## src/rtl/memory_tester_pkg.sv

```systemverilog
// rtl/memory_tester_pkg.sv - shared FSM state type and test pattern function for memory_tester
package memory_tester_pkg;

  typedef enum logic [2:0] {
    IDLE,
    WRITE,
    READ,
    DRAIN,
    DONE
  } state_t;

  // Pattern arithmetic is done at a fixed width; callers keep the low DAT_WIDTH bits.
  localparam int PAT_WIDTH = 32;

  // Address value XOR all-p: plain pattern on pass 0, inverted on pass 1.
  function automatic logic [PAT_WIDTH-1:0] pat(input logic p, input logic [PAT_WIDTH-1:0] i);
    return i ^ {PAT_WIDTH{p}};
  endfunction

endpackage

```

## src/rtl/memory_tester_if.sv

```systemverilog
// rtl/memory_tester_if.sv - single-port RAM bus between memory_tester and the RAM
interface memory_tester_if #(
  parameter int ADD_WIDTH = 10,
  parameter int DAT_WIDTH = 8
);
  logic [ADD_WIDTH-1:0] add;
  logic [DAT_WIDTH-1:0] dataW;
  logic [DAT_WIDTH-1:0] dataR;
  logic                 en;
  logic                 we;

  modport master (output add, output dataW, output en, output we, input dataR);
  modport slave  (input add, input dataW, input en, input we, output dataR);
endinterface

```

## src/rtl/memory_tester_rd_checker.sv

```systemverilog
// rtl/memory_tester_rd_checker.sv - read-back compare pipeline with error count and first-error capture
module rd_checker #(
  parameter int ADD_WIDTH = 10,
  parameter int DAT_WIDTH = 8
) (
  input  logic                 clk,
  input  logic                 rst,
  input  logic                 rd_valid,
  input  logic [ADD_WIDTH-1:0] rd_add,
  input  logic [DAT_WIDTH-1:0] rd_exp,
  input  logic [DAT_WIDTH-1:0] dataR,
  output logic                 error,
  output logic [ADD_WIDTH+1:0] err_count,
  output logic [ADD_WIDTH-1:0] err_add
);

  localparam logic [ADD_WIDTH+1:0] COUNT_ONE = (ADD_WIDTH+2)'(1);

  logic                 chk_valid;
  logic [DAT_WIDTH-1:0] exp_q;
  logic [ADD_WIDTH-1:0] add_q;
  logic                 mismatch;

  // RAM data for the read issued last cycle is on dataR now.
  assign mismatch = chk_valid && (dataR != exp_q);

  // Track the in-flight read and accumulate sticky error status.
  always_ff @(posedge clk) begin
    if (rst) begin
      chk_valid <= 1'b0;
      exp_q     <= '0;
      add_q     <= '0;
      error     <= 1'b0;
      err_count <= '0;
      err_add   <= '0;
    end else begin
      chk_valid <= rd_valid;
      exp_q     <= rd_exp;
      add_q     <= rd_add;
      if (mismatch) begin
        error <= 1'b1;
        if (err_count != '1) begin
          err_count <= err_count + COUNT_ONE;
        end
        if (!error) begin
          err_add <= add_q;
        end
      end
    end
  end

endmodule

```

## src/rtl/memory_tester.sv

```systemverilog
// rtl/memory_tester.sv - two-pass write-all/read-all/compare engine for a single-port RAM
module memory_tester
  import memory_tester_pkg::*;
#(
  parameter int ADD_WIDTH = 10,
  parameter int DAT_WIDTH = 8
) (
  input  logic                 clk,
  input  logic                 rst,
  memory_tester_if.master      bus,
  output logic                 done,
  output logic                 error,
  output logic [ADD_WIDTH+1:0] err_count,
  output logic [ADD_WIDTH-1:0] err_add
);

  localparam logic [ADD_WIDTH-1:0] ADD_ONE = ADD_WIDTH'(1);

  state_t               state, state_n;
  logic [ADD_WIDTH-1:0] cnt, cnt_n;
  logic                 pass, pass_n;
  logic [PAT_WIDTH-1:0] wr_pat, rd_pat;

  // Next state, address and pass; the address wrap ends a phase with no extra cycle.
  always_comb begin
    state_n = state;
    cnt_n   = cnt;
    pass_n  = pass;
    case (state)
      IDLE: begin
        state_n = WRITE;
        cnt_n   = '0;
      end
      WRITE: begin
        cnt_n = cnt + ADD_ONE;
        if (cnt == '1) state_n = READ;
      end
      READ: begin
        cnt_n = cnt + ADD_ONE;
        if (cnt == '1) state_n = DRAIN;
      end
      DRAIN: begin
        if (!pass) begin
          pass_n  = 1'b1;
          state_n = WRITE;
        end else begin
          state_n = DONE;
        end
      end
      DONE:    state_n = DONE;
      default: state_n = IDLE;
    endcase
  end

  assign wr_pat = pat(pass_n, PAT_WIDTH'(cnt_n));
  assign rd_pat = pat(pass, PAT_WIDTH'(cnt));

  // State registers; bus outputs are registered from next-state so they line up with the state.
  always_ff @(posedge clk) begin
    if (rst) begin
      state     <= IDLE;
      cnt       <= '0;
      pass      <= 1'b0;
      bus.add   <= '0;
      bus.dataW <= '0;
      bus.en    <= 1'b0;
      bus.we    <= 1'b0;
      done      <= 1'b0;
    end else begin
      state     <= state_n;
      cnt       <= cnt_n;
      pass      <= pass_n;
      bus.add   <= cnt_n;
      bus.dataW <= (state_n == WRITE) ? wr_pat[DAT_WIDTH-1:0] : '0;
      bus.en    <= (state_n == WRITE) || (state_n == READ);
      bus.we    <= (state_n == WRITE);
      done      <= (state_n == DONE);
    end
  end

  rd_checker #(
    .ADD_WIDTH (ADD_WIDTH),
    .DAT_WIDTH (DAT_WIDTH)
  ) u_rd_checker (
    .clk       (clk),
    .rst       (rst),
    .rd_valid  (state == READ),
    .rd_add    (cnt),
    .rd_exp    (rd_pat[DAT_WIDTH-1:0]),
    .dataR     (bus.dataR),
    .error     (error),
    .err_count (err_count),
    .err_add   (err_add)
  );

endmodule

```

## src/flat_wrapper.sv

```systemverilog
// flat-port wrapper written by rule: the top's interface ports become plain ports
module memory_tester_flat import memory_tester_pkg::*;
#(
  parameter int ADD_WIDTH = 10,
  parameter int DAT_WIDTH = 8
)
  (clk, rst, done, error, err_count, err_add, bus_add, bus_dataW, bus_en, bus_we, bus_dataR);
  memory_tester_if #(.ADD_WIDTH(ADD_WIDTH), .DAT_WIDTH(DAT_WIDTH)) bus_i ();
  input  logic clk;
  input  logic rst;
  output logic done;
  output logic error;
  output logic [ADD_WIDTH+1:0] err_count;
  output logic [ADD_WIDTH-1:0] err_add;
  output wire logic [$bits(bus_i.add)-1:0] bus_add;
  output wire logic [$bits(bus_i.dataW)-1:0] bus_dataW;
  output wire logic [$bits(bus_i.en)-1:0] bus_en;
  output wire logic [$bits(bus_i.we)-1:0] bus_we;
  input wire logic [$bits(bus_i.dataR)-1:0] bus_dataR;
  assign bus_add = bus_i.add;
  assign bus_dataW = bus_i.dataW;
  assign bus_en = bus_i.en;
  assign bus_we = bus_i.we;
  assign bus_i.dataR = bus_dataR;
  memory_tester #(.ADD_WIDTH(ADD_WIDTH), .DAT_WIDTH(DAT_WIDTH)) u_core (.clk(clk), .rst(rst), .bus(bus_i), .done(done), .error(error), .err_count(err_count), .err_add(err_add));
endmodule
```

## config.mk

```make
export PLATFORM = sky130hd
export DESIGN_NAME = memory_tester_flat
export DESIGN_NICKNAME = d
export VERILOG_FILES = /design/src/rtl/memory_tester_pkg.sv /design/src/rtl/memory_tester_if.sv /design/src/rtl/memory_tester_rd_checker.sv /design/src/rtl/memory_tester.sv /design/src/flat_wrapper.sv
export SDC_FILE = /design/constraint.sdc
export NUM_CORES = 1
export LEC_CHECK = 0
export ABC_AREA = 1
export BUFFER_PORTS_ARGS = -buffer_cell sky130_fd_sc_hd__buf_2
export CAP_MARGIN = 20
export CORE_MARGIN = 5
export CORE_UTILIZATION = 50
export CTS_CLUSTER_SIZE = 16
export DETAILED_ROUTE_END_ITERATION = 6
export GPL_ROUTABILITY_DRIVEN = 0
export HOLD_SLACK_MARGIN = 0.03
export PLACE_DENSITY = 0.79
export SETUP_SLACK_MARGIN = 0.4
export SLEW_MARGIN = 20
export SYNTH_ARGS = -nofsm -noshare
export SYNTH_HDL_FRONTEND = slang
export SYNTH_SLANG_ARGS = --single-unit
```

## constraint.sdc

```tcl
create_clock -name clk -period 1.3 [get_ports clk]
set_input_delay 0.065 -clock clk [delete_from_list [all_inputs] [get_ports clk]]
set_output_delay 0.065 -clock clk [all_outputs]
set_load 0.02 [all_outputs]
```

Word-level counts from Yosys, hierarchy flattened --
Index checks and enable logic that the tools add are counted.
Operators by class: muxes and demuxes 6, shifts and indexed selects 0, reduce and logical (&&, ||, !) cells 7, add/sub/neg operators 2, equal/unequal tests 10, divide/modulo/power cells 0, magnitude comparators 0, multiply operators 0, bitwise logic cells 4
Operator list (number):
- 10-bit case mux with 2 select lines | 1
- 8-bit bitwise XOR | 2
- 3-bit case mux with 5 select lines | 1
- 12-bit by 1-bit adder with 12-bit output, second input constant | 1
- 12-bit != test, second input constant | 1
- 10-bit by 1-bit adder with 10-bit output, second input constant | 1
- 10-bit == test, second input constant | 1
- 3-bit by 2-bit == test with 1-bit output, second input constant | 3
- 3-bit 2-to-1 mux | 3
- 8-bit != test | 1
- 3-bit by 1-bit == test with 1-bit output, second input constant | 2
- 3-bit == test, second input constant | 2
- 2-bit AND reduction | 2
- 2-bit OR reduction | 2
- 3-bit zero test | 1
- 1-bit inverter | 2
- 1-bit logical AND | 1
- 1-bit logical OR | 1
- 1-bit 2-to-1 mux | 1
Storage, ports and cells: input port bits 10, word-level logic and storage cells 42, bits in registers 67, memories 0, latch bits 0, RAM bits 0, ROM bits 0

Logic depth before layout (Yosys ltp) --
Gate-level depths: netlist of the first run.
depth in word-level cells 6, gate-level depth with buffers 10, mapped depth without buffers 10

Hierarchy --
Synthesis of the first run repeated with hierarchy kept, for this count alone.
Second synthesis, totals: cell total of the unflattened synthesis 489, area total of the unflattened synthesis 3320.7 um2
By module, submodules not included:
- rd_checker | instances 1, area an instance 1971.9 um2, cells each 298
- memory_tester | instances 1, area an instance 1348.8 um2, cells each 191

Worst setup path after synthesis of the first run --
No wires, ideal clock.
path kind register to register, start point reg u_core.u_rd_checker.err_count[0], end point reg u_core.u_rd_checker.err_count[10], data required time 1.233 ns, arrival 1.540 ns, cell stages (with the launch flop) 11, setup time 0.067 ns, path buffers 1, setup slack -0.307 ns, cells stage by stage dfxtp_1 -> ha_1 -> nand2_1 -> inv_2 -> nand2_2 -> clkinv_1 -> nand3_2 -> nand3_2 -> buf_6 -> nand2_1 -> a21oi_2
On the way: longest elaborated chain between the ends 2
RTL lines:
- start, declared | line memory_tester_rd_checker.sv:13 | output logic [ADD_WIDTH+1:0] err_count,
- start signal, assigned | line memory_tester_rd_checker.sv:43 | err_count <= err_count + COUNT_ONE;
- parallel branches: the longest is 2 deep, another holds 12-bit by 1-bit adder with 12-bit output
Several ways; the timed one is not identified. A chain may end at the register's enable or synchronous reset.

==> impl_metrics.ini, run 1 <==
[cts]
clock-root-buffer = clkbuf_8
cts_buffer_depth = 2
h-tree-depth = 3
clk_latency_ns = 0.37
cts_made_buffers = 9
cts_hold_buf = 0
cts.sinks = 67
path_clk_slew_ns = 0.08
cts_tree = built

[setup_path]
worstSetupStartpointType = flop
worstPathMaxFanout = 3
crit_path_frequent_cell = nand2_1
critPathMaxStageDelay_ns = 0.36
cpMaxStageDelayCell = dfxtp_4
startpoint = u_core.bus.add[1]$_SDFF_PP0_
crit_path_cell_trace = buf_4, buf_6, nand3_4, nor2_2, nand2_1, inv_2, nand2_1, nand3_2, nand3_1, a21oi_2
end_kind = flop
worstSetupPathType = flop to flop
reg2reg_from = u_core.bus.add[1]$_SDFF_PP0_
critPathArrivalTime_ns = 1.92
cp.required_ns = 1.59
r2r_slack_ns = -0.33

[detailed_routing]
dr.pass1.iters = 7
drtAntennaViolNets = 0
via_per_inst = 6.36
dr_total_vias = 3872
drt_iter0_markers = 446
wire_per_inst_um = 22.3
route.detailed.drc = 7
drt_wl_total_um = 13600

[timing]
tightest_slew_ns = 0.555
clock-skew-final_ns = 0.0126
relSlewSlack_pct = 63.0
slew_violations = 0
setup_viol = 37
fmax_mhz = 614
setup_slack_ns = -0.327
finalHoldViolations = 0
finalCriticalPeriod_ns = 1.63
rsz0062_at_grt = yes
setup_tns_ns = -4.43
finalCritPeriodShare_pct = 125

[floorplan]
dieWidth_um = 87.3
die_area_mm2 = 0.00762
pin_count = 54
die_h_um = 87.3
coreArea_mm2 = 0.00585
initial_core_util_pct = 51.0
rows = 28

[final_layout]
area_delta_synth_final_pct = 69.5
final_cells = 609
multi_input_area_mm2 = 0.00196
drive_above_1_share_pct = 59.4
final-seq-area_mm2 = 0.00144
nFillCells = 242
nets = 541
postLayoutCoreUtil_pct = 86.5
n_antenna_cell = 0

[grt]
grt_max_degree = 26
track_usage_pct = 29.2
grt_pass1_vias = 3585
antenna_found_initial = 0
grt_pass1_wl_um = 17200
grt-ovfl-total = 0

[synthesis]
syn_area_mm2 = 0.00299
synthFlopType = dfxtp_1
synth_top_area_share_pct = 44.9
seq_area_frac_synth_pct = 44.9
synth_cells = 412
yosys_warnings = 0
yosys-top-cells-count = nand2_1, dfxtp_1, inv_1
async_flop_share_pct = 0
yosys_register_bits = 67
yosysTopAreaCell = dfxtp_1
synth.most_common_cell = nand2_1
synth.area.top_cells = dfxtp_1, nand2_1, a21oi_1
avgSynthCellArea_um2 = 7.25
yosysUniqueCellTypes = 28
synth-edff-count = 0
syn_nets = 424

[placed_design]
placed_cells = 560
post-place-ws_ns = -0.106
dpl.hpwl_um = 5570
port_buffers = 53

[power]
combPwrFrac_pct = 8.0
p_int_w = 0.00336
swShare_pct = 25.1
power_switching_w = 0.00113
clockPowerShare_pct = 46.0
p_seq_share_pct = 46.0
leakagePower_nw = 2.11
peakVddDrop_v = 0.00118
p_per_area_mw_per_mm2 = 886

[run]
cap_violations = 0

[status]
failed_checks = DRC, setup timing
status = complete, but fails checks

[worst_hold_path]
hp-class = primary input to flop
min-delay-start = rst
placed cells by master (no fill, tap or decap), drive strengths merged:
cell type and n:
a21oi 47, a22oi 1, buf 118, bufinv 1, clkbuf 14, clkinvlp 1
dfxtp 67, ha 2, inv 50, nand2 106, nand3 30, nand3b 3
nand4 27, nor2 37, nor3 2, o21ai 18, or2 3, xnor2 4
xor2 3
worst paths after layout:
kind	endpoint	cells after the start
worst max-delay path	u_core.bus.dataW[5]$_SDFF_PP0_	10
worst min-delay path	u_core.state[2]$_SDFF_PP0_	3
worst max register to register	u_core.bus.dataW[5]$_SDFF_PP0_	10
worst min register to register	u_core.u_rd_checker.err_add[6]$_SDFFE_PP0P_	2
per-layer routing:
layer	GRT usage (%)	part of all wire, %	up-vias
met3	6.81	8.6	128
met5	0.699	0	-
met2	53.8	50	335
met4	16.0	8.4	0
met1	30.0	32	1819
li1	-	-	1590
through the flow:
stage | total power (W) | hold slack (ns) | instance area (um2)
floorplan | 0.00226 | 0.278 | 3160
global placement | 0.00232 | 0.447 | 3700
detailed placement | 0.00233 | 0.453 | 3700
CTS | 0.00432 | 0.142 | 4590
global route | 0.00456 | 0.214 | 5060
finish | 0.00448 | 0.204 | 5060
sequential cells by signal (all words and copies together) (netlist names):
name	count
u_core.u_rd_checker.err_add	10
u_core.bus.we	1
u_core.bus.dataW	8
u_core.u_rd_checker.add_q	10
u_core.u_rd_checker.exp_q	8
u_core.u_rd_checker.err_count	12
u_core.state	3
u_core.bus.add	10
u_core.u_rd_checker.chk_valid	1
u_core.pass	1
u_core.u_rd_checker.error	1
u_core.done	1
u_core.bus.en	1
logic make-up after synthesis:
| group | count (synthesis) | share of synthesized area [%] |
|---|---|---|
| flip-flops | 67 | 44.9 |
| AO/OA/AOI/OAI | 66 | 12.0 |
| AND/OR/NAND/NOR | 204 | 31.5 |
| buffers and inverters | 66 | 8.67 |
| XOR/XNOR | 7 | 2.05 |
| adder cells (fa/ha/maj) | 2 | 0.838 |
power by group through the flow:
stage / logic [W] / registers, W / clock network [W]
after floorplan: 0.000121 / 0.00214 / 0
after detailed placement: 0.000215 / 0.00212 / 0
final: 0.000359 / 0.00206 / 0.00206
after CTS: 0.000277 / 0.00206 / 0.00198
after global placement: 0.000208 / 0.00212 / 0
after global routing: 0.000375 / 0.00206 / 0.00212
worst max-delay path: cells and delay by family (launching register included):
kind	cells	cell delay [ns]
AO/OA/AOI/OAI	1	0.19
AND/OR/NAND/NOR	6	0.68
buffers and inverters	3	0.33
flip-flops	1	0.36
layout make-up:
type                            count  share of cell area (%)
Inverter                           50                    4.30
Multi-Input combinational cell    283                    38.8
Clock inverter                      2                   0.741
Tap cell                           75                    1.85
Sequential cell                    67                    28.3
Clock buffer                       14                    3.85
Timing Repair Buffer              118                    22.1
what timing repair did:
item,4_1_cts,5_1_grt
resized for setup,156,121
hold endpoints to repair,0,0
buffers inserted,13,13
endpoints found under the setup margin,87,100
cloned,7,0
pin swaps,63,55
Note: power is estimated with default switching activity, not from simulation.
==> inputs of run 2 (changes only) <==
--- a/config.mk
+++ b/config.mk
@@ -8,6 +8,7 @@
 export ABC_AREA = 1
 export BUFFER_PORTS_ARGS = -buffer_cell sky130_fd_sc_hd__buf_2
 export CAP_MARGIN = 20
+export CORE_ASPECT_RATIO = 0.5
 export CORE_MARGIN = 5
 export CORE_UTILIZATION = 50
 export CTS_CLUSTER_SIZE = 16
==> run 2 against run 1 <==
  * The flow finishes with violations (setup timing)
  * First-iteration DRC count shrank 28%
  * Global-route usage fell by 5.4 points
  * Clock power rose by 13%
  * Power up 4.7%
  * Hold slack worse by 0.014 ns
  * Flip-flop and latch count unchanged
  * Register-to-register slack gained 0.06 ns
  * Critical path depth decreased by 2
  * Largest cell class unchanged
==> impl_metrics.ini, run 2 (synthesis results as in run 1) <==
[placed_design]
placed_cells = 559
post-place-ws_ns = -0.134
place_area_mm2 = 0.00372
dpl.hpwl_um = 5270
port_buffers = 53

[setup_path]
cpMaxStageDelayCell = dfxtp_4
cp.required_ns = 1.57
startpoint = u_core.bus.add[5]$_SDFF_PP0_
crit_path_cell_trace = nand2_1, nor2_2, inv_1, nor2_2, nand3b_1, nand3_4, nand3_4, a21oi_2
cp_num_buf_inv = 1
reg2reg_from = u_core.bus.add[5]$_SDFF_PP0_
cpLargestDelayFamily = simple AND/OR/NAND/NOR gates
worstPathMaxFanout = 5
worstSetupPathType = flop to flop
worstSetupStartpointType = flop
end_kind = flop
critPathMaxStageDelay_ns = 0.35
critPathArrivalTime_ns = 1.84

[detailed_routing]
dr_total_vias = 3424
wire_per_inst_um = 17.6
route.detailed.drc = 0
drt_iter0_markers = 321
dr.pass1.iters = 6
drt_wl_total_um = 10500
drtAntennaViolNets = 0
via_per_inst = 5.74

[final_layout]
area_delta_synth_final_pct = 61.5
largest_register = u_core.u_rd_checker.err_count
final_cell_mix = nand2_1, buf_6, buf_4
drive_above_1_share_pct = 52.9
nFillCells = 279
layout_commonest_cell = nand2_1
final_cells = 597
largest_register_ffs = 12
n_antenna_cell = 0
final_cell_area_mm2 = 0.00482
nets = 531

[floorplan]
pin_count = 54
dieWidth_um = 119
die_h_um = 64.7
initial_core_util_pct = 53.0
rows = 19
coreArea_mm2 = 0.00563
die_area_mm2 = 0.00771

[timing]
holdWs_ns = 0.190
setup_viol = 39
finalCritPeriodShare_pct = 121
finalHoldViolations = 0
slew_violations = 0
setup_slack_ns = -0.269
finalCriticalPeriod_ns = 1.57
rsz0062_at_grt = yes
tightest_slew_ns = 0.529
clock-skew-final_ns = 0.00618
relSlewSlack_pct = 64.7
fmax_mhz = 638

[cts]
cts.sinks = 67
cts_buffer_depth = 2
path_clk_slew_ns = 0.05
clock-root-buffer = clkbuf_16
cts_tree = built
cts_made_buffers = 9
h-tree-depth = 3
cts_hold_buf = 0
clk_latency_ns = 0.34

[worst_hold_path]
hp-class = primary input to flop
min-delay-start = rst

[grt]
grt_pass1_vias = 3141
grt-ovfl-total = 0
grt_max_degree = 47
antenna_found_initial = 0
track_usage_pct = 23.8
grt_pass1_wl_um = 14700

[status]
failed_checks = setup timing
status = complete, but fails checks

[run]
cap_violations = 0

[power]
p_per_area_mw_per_mm2 = 973
leakagePower_nw = 1.97
peakVddDrop_v = 0.00105
## run 2: changes by cell type in the layout (fill, tap and decap cells not counted), sizes merged
| cell | change |
|---|---|
| nand3 | -1 |
| inv | -1 |
| clkinv | +2 |
| nand2 | -1 |
| buf | -9 |
## run 2: worst min-delay path, delay by kind of cell
kind	cells	cell delay, ns
buffers and inverters	2	0.37
AOI/OAI and AO/OA	1	0.04
## run 2: final cells by class
class	instances	area (um2)	share of cell area (%)
Clock buffer	13	240	4.98
Clock inverter	3	38.8	0.804
Inverter	50	201	4.18
Multi-Input combinational cell	281	1800	37.3
Sequential cell	67	1430	29.6
Tap cell	73	91.3	1.89
Timing Repair Buffer	110	1020	21.2
## run 2: through the flow
stage / util, % / TNS (ns) / total power, W
3_3_place_gp: 66.1 / -0.438 / 0.00233
3_5_place_dp: 66.1 / -0.954 / 0.00234
5_1_grt: 85.6 / -7.47 / 0.00483
6_report: 85.6 / -5.11 / 0.00469
4_1_cts: 79.1 / -1.57 / 0.00464
2_1_floorplan: - / -0.383 / 0.00226
## run 2: worst paths after layout
| kind | end | slack, ns | cells past startpoint |
|---|---|---|---|
| max | u_core.bus.dataW[6]$_SDFF_PP0_ | -0.27 | 8 |
| min | u_core.u_rd_checker.err_count[1]$_SDFFE_PP0P_ | 0.19 | 3 |
| max reg2reg | u_core.bus.dataW[6]$_SDFF_PP0_ | -0.27 | 8 |
| min reg2reg | u_core.u_rd_checker.err_add[6]$_SDFFE_PP0P_ | 0.46 | 2 |
## run 2: power breakdown
group / internal, W / total, W / switching [W]
clock: 0.00148 / 0.00233 / 0.000855
sequential: 0.00205 / 0.00207 / 0.0000180
combinational: 0.000109 / 0.000291 / 0.000182
total: 0.00364 / 0.00469 / 0.00106
## run 2: what timing repair did
action,CTS,global route
setup endpoints to repair,76,91
pin swaps,26,31
setup buffers,9,8
gates resized for setup,112,91
cloned,3,2
## run 2: layer usage
metal	vias up	global-route usage [%]	part of all wire, %
met5	-	0	0
met4	0	6.99	3.7
met2	196	42.0	51
li1	1576	-	-
met3	48	8.17	8.3
met1	1604	27.9	37
